### config.mk
export PLATFORM = sky130hd
export DESIGN_NAME = hashin_unpack
export DESIGN_NICKNAME = d
export VERILOG_FILES = /design/src/rtl/hashin_unpack.sv
export SDC_FILE = /design/constraint.sdc
export NUM_CORES = 1
export LEC_CHECK = 0
export ABC_CLOCK_PERIOD_IN_PS = 3200
export CORE_AREA = 4 4 308 310
export DETAILED_ROUTE_END_ITERATION = 16
export DIE_AREA = 0 0 312 314
export GPL_TIMING_DRIVEN = 0
export PLACE_DENSITY_LB_ADDON = 0.05
export SYNTH_ARGS = -nofsm -noshare
export SYNTH_HDL_FRONTEND = slang
export SYNTH_SLANG_ARGS = --single-unit
### constraint.sdc
create_clock -name clk -period 3.2 [get_ports clk]
set_input_delay 0.96 -clock clk [delete_from_list [all_inputs] [get_ports clk]]
set_output_delay 0.96 -clock clk [all_outputs]
set_load 0.02 [all_outputs]
### src/rtl/hashin_unpack.sv
// Consumer side of the hashin FIFO: locks on a header word, assembles the
// payload words into one block header and hands it to the hash core.
module hashin_unpack #(
  parameter logic [63:0] HDR_WORD      = 64'h8000000000000280,
  parameter int unsigned PAYLOAD_WORDS = 10
) (
  input  logic                        clk,
  input  logic                        rst,
  input  logic                        stop,
  input  logic [63:0]                 fifo_dout,
  input  logic                        fifo_empty,
  output logic                        fifo_rd_en,
  output logic [64*PAYLOAD_WORDS-1:0] msg_data,
  output logic [31:0]                 msg_nonce,
  output logic                        msg_valid,
  input  logic                        msg_ready,
  output logic                        stop_ack_unpack,
  output logic [31:0]                 msg_count,
  output logic [15:0]                 sync_err_count
);

  localparam int unsigned MSG_W = 64 * PAYLOAD_WORDS;
  localparam int unsigned CW    = (PAYLOAD_WORDS > 1) ? $clog2(PAYLOAD_WORDS) : 1;

  typedef enum logic [1:0] {S_SYNC, S_LOAD, S_PRESENT, S_FLUSH} state_t;

  state_t           r_state, w_next;
  logic [CW-1:0]    r_cnt;
  logic [MSG_W-1:0] r_msg;
  logic [31:0]      r_nonce;
  logic [31:0]      r_msg_count;
  logic [15:0]      r_sync_err;
  logic             w_pop, w_accept, w_last, w_is_hdr;

  always_comb begin
    w_pop    = (r_state != S_PRESENT) && !fifo_empty;
    w_accept = (r_state == S_PRESENT) && msg_ready;
    w_last   = (r_cnt == CW'(PAYLOAD_WORDS - 1));
    w_is_hdr = (fifo_dout == HDR_WORD);
    w_next   = r_state;
    if (stop) begin
      w_next = S_FLUSH;
    end else begin
      unique case (r_state)
        S_SYNC:    if (w_pop && w_is_hdr) w_next = S_LOAD;
        S_LOAD:    if (w_pop && w_last)   w_next = S_PRESENT;
        S_PRESENT: if (msg_ready)         w_next = S_SYNC;
        S_FLUSH:   if (fifo_empty)        w_next = S_SYNC;
        default:                          w_next = S_SYNC;
      endcase
    end
  end

  always_ff @(posedge clk) begin
    if (rst) begin
      r_state     <= S_SYNC;
      r_cnt       <= '0;
      r_msg       <= '0;
      r_nonce     <= '0;
      r_msg_count <= '0;
      r_sync_err  <= '0;
    end else begin
      r_state <= w_next;
      // A handshake in the cycle stop first appears still completes.
      if (w_accept) r_msg_count <= r_msg_count + 32'd1;
      if (r_state == S_SYNC) begin
        r_cnt <= '0;
        if (w_pop && !stop && !w_is_hdr && (r_sync_err != '1))
          r_sync_err <= r_sync_err + 16'd1;
      end
      if ((r_state == S_LOAD) && w_pop && !stop) begin
        for (int unsigned i = 0; i < PAYLOAD_WORDS; i++)
          if (r_cnt == CW'(i)) r_msg[MSG_W-1-64*i -: 64] <= fifo_dout;
        r_cnt <= r_cnt + CW'(1);
        if (w_last)
          r_nonce <= {fifo_dout[7:0], fifo_dout[15:8], fifo_dout[23:16], fifo_dout[31:24]};
      end
    end
  end

  assign fifo_rd_en      = w_pop;
  assign msg_data        = r_msg;
  assign msg_nonce       = r_nonce;
  assign msg_valid       = (r_state == S_PRESENT);
  assign stop_ack_unpack = (r_state == S_FLUSH) && fifo_empty;
  assign msg_count       = r_msg_count;
  assign sync_err_count  = r_sync_err;

endmodule

Yosys cells after proc, flatten, opt, wreduce, memory -nomap -nowiden
Cells that the tools add are included.
{"block": "totals", "regBits": 726, "latchBits": 0, "ramBits": 0, "mem_bits_ro": 0, "in_bits": 69, "memories": 0}
{"block": "classes", "addsub": 3, "mul": 0, "div": 0, "magnitude_cmp": 0, "eq_ne": 19, "shifts": 0, "mux": 8, "bitwise_logic": 0, "reduce_logical": 28}
{"operator": "64-bit equality test (second input constant)", "n": 1}
{"operator": "32-bit by 1-bit adder with 32-bit output (second input constant)", "n": 1}
{"operator": "2-bit AND reduction", "n": 11}
{"operator": "16-bit by 1-bit adder with 16-bit output (second input constant)", "n": 1}
{"operator": "4-bit by 3-bit equality test with 1-bit output (second input constant)", "n": 4}
{"operator": "16-bit != test (second input constant)", "n": 1}
{"operator": "1-bit logical AND", "n": 10}
{"operator": "2-bit 2-to-1 mux", "n": 5}
{"operator": "3-bit != test (second input constant)", "n": 3}
{"operator": "4-bit by 2-bit equality test with 1-bit output (second input constant)", "n": 2}
{"operator": "4-bit equality test (second input constant)", "n": 2}
{"operator": "4-bit 2-to-1 mux", "n": 2}
{"operator": "2-bit case mux with 4 select lines", "n": 1}
{"operator": "4-bit by 1-bit adder with 4-bit output (second input constant)", "n": 1}
{"operator": "2-bit equality test (second input constant)", "n": 2}
{"operator": "4-bit by 1-bit equality test with 1-bit output (second input constant)", "n": 1}
{"operator": "4-bit zero test", "n": 1}
{"operator": "4-bit AND reduction", "n": 1}
{"operator": "1-bit zero test", "n": 3}
{"operator": "3-bit by 2-bit != test with 1-bit output (second input constant)", "n": 1}
{"operator": "2-bit by 1-bit equality test with 1-bit output (second input constant)", "n": 1}
{"operator": "2-bit zero test", "n": 1}
{"operator": "2-bit != test (second input constant)", "n": 1}
{"operator": "2-bit nonzero test", "n": 1}

Depth between registers and ports, before layout
Gate-level depths: netlist (run 1).
{"block": "depth", "word_depth": 6, "depth_mapped": 8, "depth_no_buf": 7}

Worst setup path after synthesis (run 1)
No wires, ideal clock.
{"block": "synth_timing", "path_type": "in2reg", "startpoint": "in stop", "endpoint": "reg r_msg[131] (netlist: msg_data[131])", "setup_ps": 132, "arrival_ps": 2455, "required_ps": 3068, "slack_ps": 613, "stages": 7, "path_buffers": 2, "path_cell_list": "or4b_1 > buf_2 > nor3b_4 > nand2_1 > clkbuf_1 > nand2_1 > a21oi_1"}
{"block": "synth_between", "elab_chain_len": 3}
{"element": "start, declared", "line": "9", "source": "input logic stop,"}
{"element": "1-bit zero test", "line": "71", "source": "if ((r_state == S_LOAD) && w_pop && !stop) begin"}
{"element": "1-bit logical AND", "line": "71"}
{"element": "2-bit AND reduction (no line)"}
{"element": "end signal, assigned by index", "line": "73", "source": "if (r_cnt == CW'(i)) r_msg[MSG_W-1-64*i -: 64] <= fifo_dout;"}
{"element": "end, declared", "line": "29", "source": "logic [MSG_W-1:0] r_msg;"}
No other way between the ends.
A chain may end at the register's enable or synchronous reset.

Worst setup path in the final report (run 1)
{"block": "layout_timing", "startpoint": "in fifo_dout[9]", "endpoint": "reg r_sync_err[0] (netlist: sync_err_count[0])"}
{"block": "layout_between", "elab_chain_len": 5}
{"element": "start, declared", "line": "10", "source": "input logic [63:0] fifo_dout,"}
{"element": "64-bit equality test", "line": "39", "source": "w_is_hdr = (fifo_dout == HDR_WORD);"}
{"element": "1-bit zero test", "line": "68", "source": "if (w_pop && !stop && !w_is_hdr && (r_sync_err != '1))"}
{"element": "1-bit logical AND (2 in series)", "line": "68"}
{"element": "2-bit AND reduction (no line)"}
{"element": "end signal, assigned", "line": "69", "source": "r_sync_err <= r_sync_err + 16'd1;"}
{"element": "end, declared", "line": "32", "source": "logic [15:0] r_sync_err;"}
No other way between the ends.

==> results.yml, run 1 <==
synth:
  ys_seq_area_frac: 0.549
  async_flop_share: 0
  synth_area_mm2: 0.0253
  syn_inst: 3232
  yosysUniqueCellTypes: 43
  synthFlopType: "dfxtp_1"
  yosysWarningCount: 0
  syn_avg_cell_area_um2: 7.83
  syn_nets: 3307
  synth_edf_count: 0
  ys_ff_latch: 694
sta:
  max_freq_ghz: 0.314
  fin_skew_ns: 0.0194
  worstMarginPinSlew_ns: 1.21
  tns_ns: 0
  rsz0062_at_grt: "true"
  hold_viol: 0
  holdWs_ns: 0.449
  setup_viol: 0
  period_needed_ns: 3.19
  fin_crit_sh: 0.996
  relSlewSlack: 0.193
  drv_slew: 0
routing:
  vias: 25274
  drc_errors: 0
  drt_wl_total_mm: 134
  dr.pass1.iters: 5
  wl_per_cell_um: 24.9
  ant_nets: 0
  drtIter0Drc: 1730
  via_per_inst: 4.72
global_route:
  grt_max_degree: 13
  grt_pass1_wl_mm: 184
  grt_use_met2: 0.439
  grt-ovfl-total: 0
  grt_pass1_vias: 23712
  grt.busiest_layer: "met2"
  grt_usage: 0.260
  grt_use_met1: 0.322
  met3_usage: 0.0681
  antenna_found_initial: 3
floorplan:
  die_x_um: 312
  core_area_mm2: 0.0917
  ioPinCount: 792
  rows: 111
  dieArea_mm2: 0.0980
  die_h_um: 314
  start_util: 0.276
clock_tree:
  clock-root-buffer: "clkbuf_16"
  h-tree-depth: 3
  cts_buffer_depth: 3
  cts_sinks: 694
  clk-insertion-delay-late_ns: 0.63
  clk_pin_slew_ns: 0.06
  cts_tree: "built"
  numCtsBuffers: 81
  hold_buffers: 0
final_layout:
  fin_nets: 4189
  post-route-cell-area_mm2: 0.0375
  layout_common_cells: "1298 x nand2_1, 785 x clkdlybuf4s50_1, 694 x dfxtp_1"
  num_antenna_cells: 0
  drive_above_1_share: 0.0650
  final_util: 0.409
  areaGrowthSynthToFinish_pct: 48.2
  final_common_cell: "nand2_1"
worst_setup_path:
  path_class: "in2reg"
  end_kind: "register"
  r2r_slack_ns: 0.59
  startpoint_type: "primary input"
  r2r_cells: 9
  cp.required_ns: 3.71
  crit_arrival_ns: 3.70
  worstPathMaxFanout: 5
place:
  placed_area_mm2: 0.0348
  hpwlAfterDp_mm: 97.0
  portBuffers: 791
  globalplace.congestion: 0.847
run_status:
  status: "finished clean"
job:
  drv_cap: 0
hold_path:
  min_path_cells: 2
  min_path_type: "reg2reg"
power_and_ir_drop:
  max-vdd-ir-drop_v: 0.000332
  pwr_density_cell_mw_per_mm2: 498
  p_total_mw: 18.7
  leakage_nw: 12.3
## critical path: stages
cell	delay, ns
clkdlybuf4s50_1	0.67
nor4b_2	0.29
buf_4	0.23
nand4_1	0.40
nor4_4	0.42
buf_4	0.19
clkbuf_8	0.15
nor2_1	0.07
mux2_2	0.30
## final timing paths
kind                         startpoint                        endpoint
max                        fifo_dout[9]  sync_err_count[0]$_SDFFE_PP0P_
min          msg_data[406]$_SDFFE_PP0P_      msg_data[406]$_SDFFE_PP0P_
max reg2reg     r_state[1]$_SDFFE_PP0P_      msg_data[599]$_SDFFE_PP0P_
min reg2reg  msg_data[406]$_SDFFE_PP0P_      msg_data[406]$_SDFFE_PP0P_
## per-stage QoR
| stage | instances | worst slack, ns |
|---|---|---|
| floorplan | 3232 | 0.613 |
| global placement | 5209 | -2.76 |
| detailed placement | 5212 | -1.34 |
| CTS | 5351 | -0.343 |
| global route | 5354 | -0.0408 |
| finish | 5354 | 0.0122 |
## cell type report
class | count | area [um2]
plain buffers | 316 | 1610
clock buffers | 124 | 2450
multi-input cells | 2209 | 9930
flip-flops and latches | 694 | 13900
fillers | 9498 | 54200
repair buffers | 800 | 8000
inverters | 12 | 45.0
clock inverters | 13 | 97.6
well taps | 1186 | 1480
## sequential cells by signal (all words and copies together) (netlist names)
signal,cells
msg_data,640
msg_count,32
sync_err_count,16
r_cnt,4
r_state,2
## synthesized netlist by cell type, types with 2 or more instances
| library cell | n | area share |
|---|---|---|
| a21oi_1 | 654 | 0.13 |
| and2_1 | 9 | 0.0022 |
| and3_1 | 4 | 0.00099 |
| and4_1 | 3 | 0.0010 |
| buf_2 | 37 | 0.0073 |
| buf_4 | 32 | 0.0095 |
| buf_6 | 29 | 0.013 |
| clkbuf_1 | 219 | 0.032 |
| dfxtp_1 | 694 | 0.55 |
| ha_1 | 6 | 0.0030 |
| inv_1 | 12 | 0.0018 |
| mux2_2 | 11 | 0.0049 |
| mux2i_1 | 2 | 0.00079 |
| nand2_1 | 1306 | 0.19 |
| nand2b_1 | 3 | 0.00074 |
| nand3_1 | 18 | 0.0036 |
| nand4_1 | 13 | 0.0032 |
| nor2_1 | 55 | 0.0082 |
| nor2b_1 | 10 | 0.0025 |
| nor3_1 | 13 | 0.0026 |
| nor4_1 | 36 | 0.0089 |
| o21ai_0 | 6 | 0.0012 |
| o31ai_1 | 5 | 0.0015 |
| or3_1 | 3 | 0.00074 |
| or4_1 | 8 | 0.0024 |
| xnor2_1 | 26 | 0.0090 |
| xor2_1 | 2 | 0.00069 |
## power by group
part	switching, mW	internal (mW)
Combinational	0.664	0.217
Sequential	0.0239	8.67
Clock	3.79	5.32
Total	4.48	14.2
## cell families (layout without fill, tap and decap cells)
family / after synthesis / in the layout / share of synthesized area
AO/OA/AOI/OAI: 671 / 671 / 0.134
flip-flops: 694 / 694 / 0.549
AND/OR/NAND/NOR: 1491 / 1491 / 0.235
multiplexers: 13 / 13 / 0.00568
adder cells (fa/ha/maj): 6 / 6 / 0.00297
XOR/XNOR: 28 / 28 / 0.00969
buffers and inverters: 329 / 1265 / 0.0640
## repair_timing
action | 4_1_cts | 5_1_grt
pin swaps | 2 | 3
resized for setup | 32 | 26
cloned | 1 | 0
setup buffers | 2 | 3
endpoints found under the setup margin | 574 | 535
## layer usage
layer  part of all wire  vias to the layer above  wire, um
met1               0.41                    12022     54800
li1                   -                    12167         -
met2               0.48                      926     63700
met5                  0                        -         0
met4              0.033                        0      4400
met3              0.079                      159     10600
Power figures use the tool's default switching activity.
==> inputs of run 2 (changes only) <==
--- a/config.mk
+++ b/config.mk
@@ -5,10 +5,11 @@
 export SDC_FILE = /design/constraint.sdc
 export NUM_CORES = 1
 export LEC_CHECK = 0
-export ABC_CLOCK_PERIOD_IN_PS = 3200
-export CORE_AREA = 4 4 308 310
+export ABC_CLOCK_PERIOD_IN_PS = 3800
+export CORE_AREA = 10 10 297 299
+export CTS_CLUSTER_DIAMETER = 150
 export DETAILED_ROUTE_END_ITERATION = 16
-export DIE_AREA = 0 0 312 314
+export DIE_AREA = 0 0 307 309
 export GPL_TIMING_DRIVEN = 0
 export PLACE_DENSITY_LB_ADDON = 0.05
 export SYNTH_ARGS = -nofsm -noshare
==> constraint.sdc (replaced) <==
create_clock -name clk -period 3.8 [get_ports clk]
set_input_delay 1.14 -clock clk [delete_from_list [all_inputs] [get_ports clk]]
set_output_delay 1.14 -clock clk [all_outputs]
set_load 0.02 [all_outputs]
==> results.yml, run 2 (synthesis results as in run 1) <==
worst_setup_path:
  end_kind: "register"
  r2r_cells: 8
  crit_arrival_ns: 4.15
  timing.rr.end: "msg_data[36]$_SDFFE_PP0P_"
  startpoint_type: "primary input"
  r2r_slack_ns: 0.75
  cpMostUsedCell: "nand2_1"
  worstPathMaxFanout: 10
  crit_slowest_cell: "nand2_1"
  path_class: "in2reg"
  critPathMaxStageDelay_ns: 0.71
  cp_top_family: "simple AND/OR/NAND/NOR gates"
  path_cells: "clkdlybuf4s50_1 -> or4b_1 -> buf_2 -> nor3b_4 -> nand2_1 -> clkbuf_1 -> nand2_1 -> a21oi_1"
  cp.required_ns: 4.27
  timing.rr.start: "r_cnt[1]$_SDFFE_PP0P_"
  path_buf_inv: 3
floorplan:
  core_area_mm2: 0.0818
  die_h_um: 309
  start_util: 0.309
  die_x_um: 307
  ioPinCount: 792
  dieArea_mm2: 0.0949
  rows: 105
routing:
  dr.pass1.iters: 6
  drtIter0Drc: 1772
  drt_wl_total_mm: 136
  via_per_inst: 4.89
  drc_errors: 0
  wl_per_cell_um: 26.0
  ant_nets: 0
  vias: 25573
place:
  globalplace.congestion: 0.862
  placed_area_mm2: 0.0346
  hpwlAfterDp_mm: 99.9
  portBuffers: 791
  pre_cts_ws_ns: -0.856
run_status:
  status: "finished clean"
global_route:
  grt-ovfl-total: 0
  grt_pass1_wl_mm: 185
  grt_usage: 0.271
  antenna_found_initial: 6
  grt_pass1_vias: 23854
  grt_max_degree: 13
final_layout:
  final_common_cell: "nand2_1"
  post-route-cell-area_mm2: 0.0373
  areaGrowthSynthToFinish_pct: 47.3
  drive_above_1_share: 0.0586
  largest_register_ffs: 640
  fillers: 8421
  final_util: 0.455
  fin_nets: 4183
  layout_common_cells: "1303 x nand2_1, 790 x clkdlybuf4s50_1, 694 x dfxtp_1"
sta:
  hold_viol: 0
  fin_crit_sh: 0.968
  period_needed_ns: 3.68
  worstMarginPinSlew_ns: 1.37
  drv_slew: 0
  fin_ws_ns: 0.120
  relSlewSlack: 0.0841
  rsz0062_at_grt: "false"
  setup_viol: 0
  fin_skew_ns: 0.0260
  max_freq_ghz: 0.272
clock_tree:
  clk-insertion-delay-late_ns: 0.63
  cts_setup_buffers: 0
  numCtsBuffers: 80
  cts_sinks: 694
  clk_pin_slew_ns: 0.06
  hold_buffers: 0
  cts_tree: "built"
  h-tree-depth: 3
  cts_buffer_depth: 3
  cts_resized: 3
  clock-root-buffer: "clkbuf_16"
hold_path:
  min_path_type: "reg2reg"
  min_path_cells: 2
  worstHoldEndpoint: "msg_data[504]$_SDFFE_PP0P_"
  min_from: "msg_data[504]$_SDFFE_PP0P_"
power_and_ir_drop:
  pwr_density_cell_mw_per_mm2: 427
  leakage_nw: 12.1
  max-vdd-ir-drop_v: 0.000294
job:
  drv_cap: 0
-- run 2: cell count changes in the layout (fill, tap and decap cells not counted), moves of 6 or more --
cell	previous run	this run
clkbuf_1	225	240
buf_4	43	34
clkbuf_2	11	2
buf_2	31	37
bufinv_16	1	7
clkinv_2	10	4
-- run 2: cell type report --
cell class | count | area [um2] | share of cell area
Clock inverter | 17 | 289 | 0.00775
Timing Repair Buffer | 794 | 7950 | 0.213
Antenna cell | 3 | 7.51 | 0.000201
Sequential cell | 694 | 13900 | 0.373
Inverter | 12 | 45.0 | 0.00121
Tap cell | 1070 | 1340 | 0.0359
Multi-Input combinational cell | 2209 | 9870 | 0.265
Buffer | 317 | 1580 | 0.0423
Clock buffer | 119 | 2310 | 0.0619
-- run 2: worst max path at each step --
stage                        startpoint                        endpoint  slack, ns  depth (start not counted)
after floorplan                    stop      msg_data[131]$_SDFFE_PP0P_       1.03                          7
after global placement     fifo_dout[9]  sync_err_count[0]$_SDFFE_PP0P_      -2.17                          7
after detailed placement  fifo_dout[38]  sync_err_count[0]$_SDFFE_PP0P_      -0.86                          7
after CTS                 fifo_dout[51]  sync_err_count[0]$_SDFFE_PP0P_     0.0007                          7
after global routing               stop      msg_data[382]$_SDFFE_PP0P_       0.01                          8
final                              stop      msg_data[375]$_SDFFE_PP0P_       0.12                          8
-- run 2: metrics by stage --
step / total power, mW / instances / hold WS, ns / setup TNS (ns)
floorplan: 7.77 / 3232 / 0.514 / 0
global placement: 8.23 / 5093 / 0.437 / -345.69
finish: 15.9 / 5235 / 0.449 / 0
detailed placement: 8.23 / 5096 / 0.443 / -258.26
global route: 16.4 / 5232 / 0.464 / 0
CTS: 16.1 / 5232 / 0.451 / 0
-- run 2: routing by layer --
metal | routed length [um] | global-route usage | vias to the layer above | share of wire
met5 | 27 | 0 | - | 0.00020
met4 | 5800 | 0.122 | 4 | 0.043
met3 | 13300 | 0.101 | 200 | 0.098
met2 | 64900 | 0.456 | 980 | 0.48
met1 | 52000 | 0.304 | 12220 | 0.38
li1 | - | - | 12169 | -
-- run 2: tightest hold or removal path, cell delays in order, from the launching register on --
cell and delay, ns:
dfxtp_1 0.30, nand2_1 0.05, a21oi_1 0.05
-- run 2: power by group --
group          leakage (nW)  total, mW  internal [mW]  switching [mW]
registers              5.59       7.32           7.30          0.0186
clock network          1.27       7.86           4.66            3.20
logic                  5.27      0.740          0.183           0.557
total                  12.1       15.9           12.1            3.78
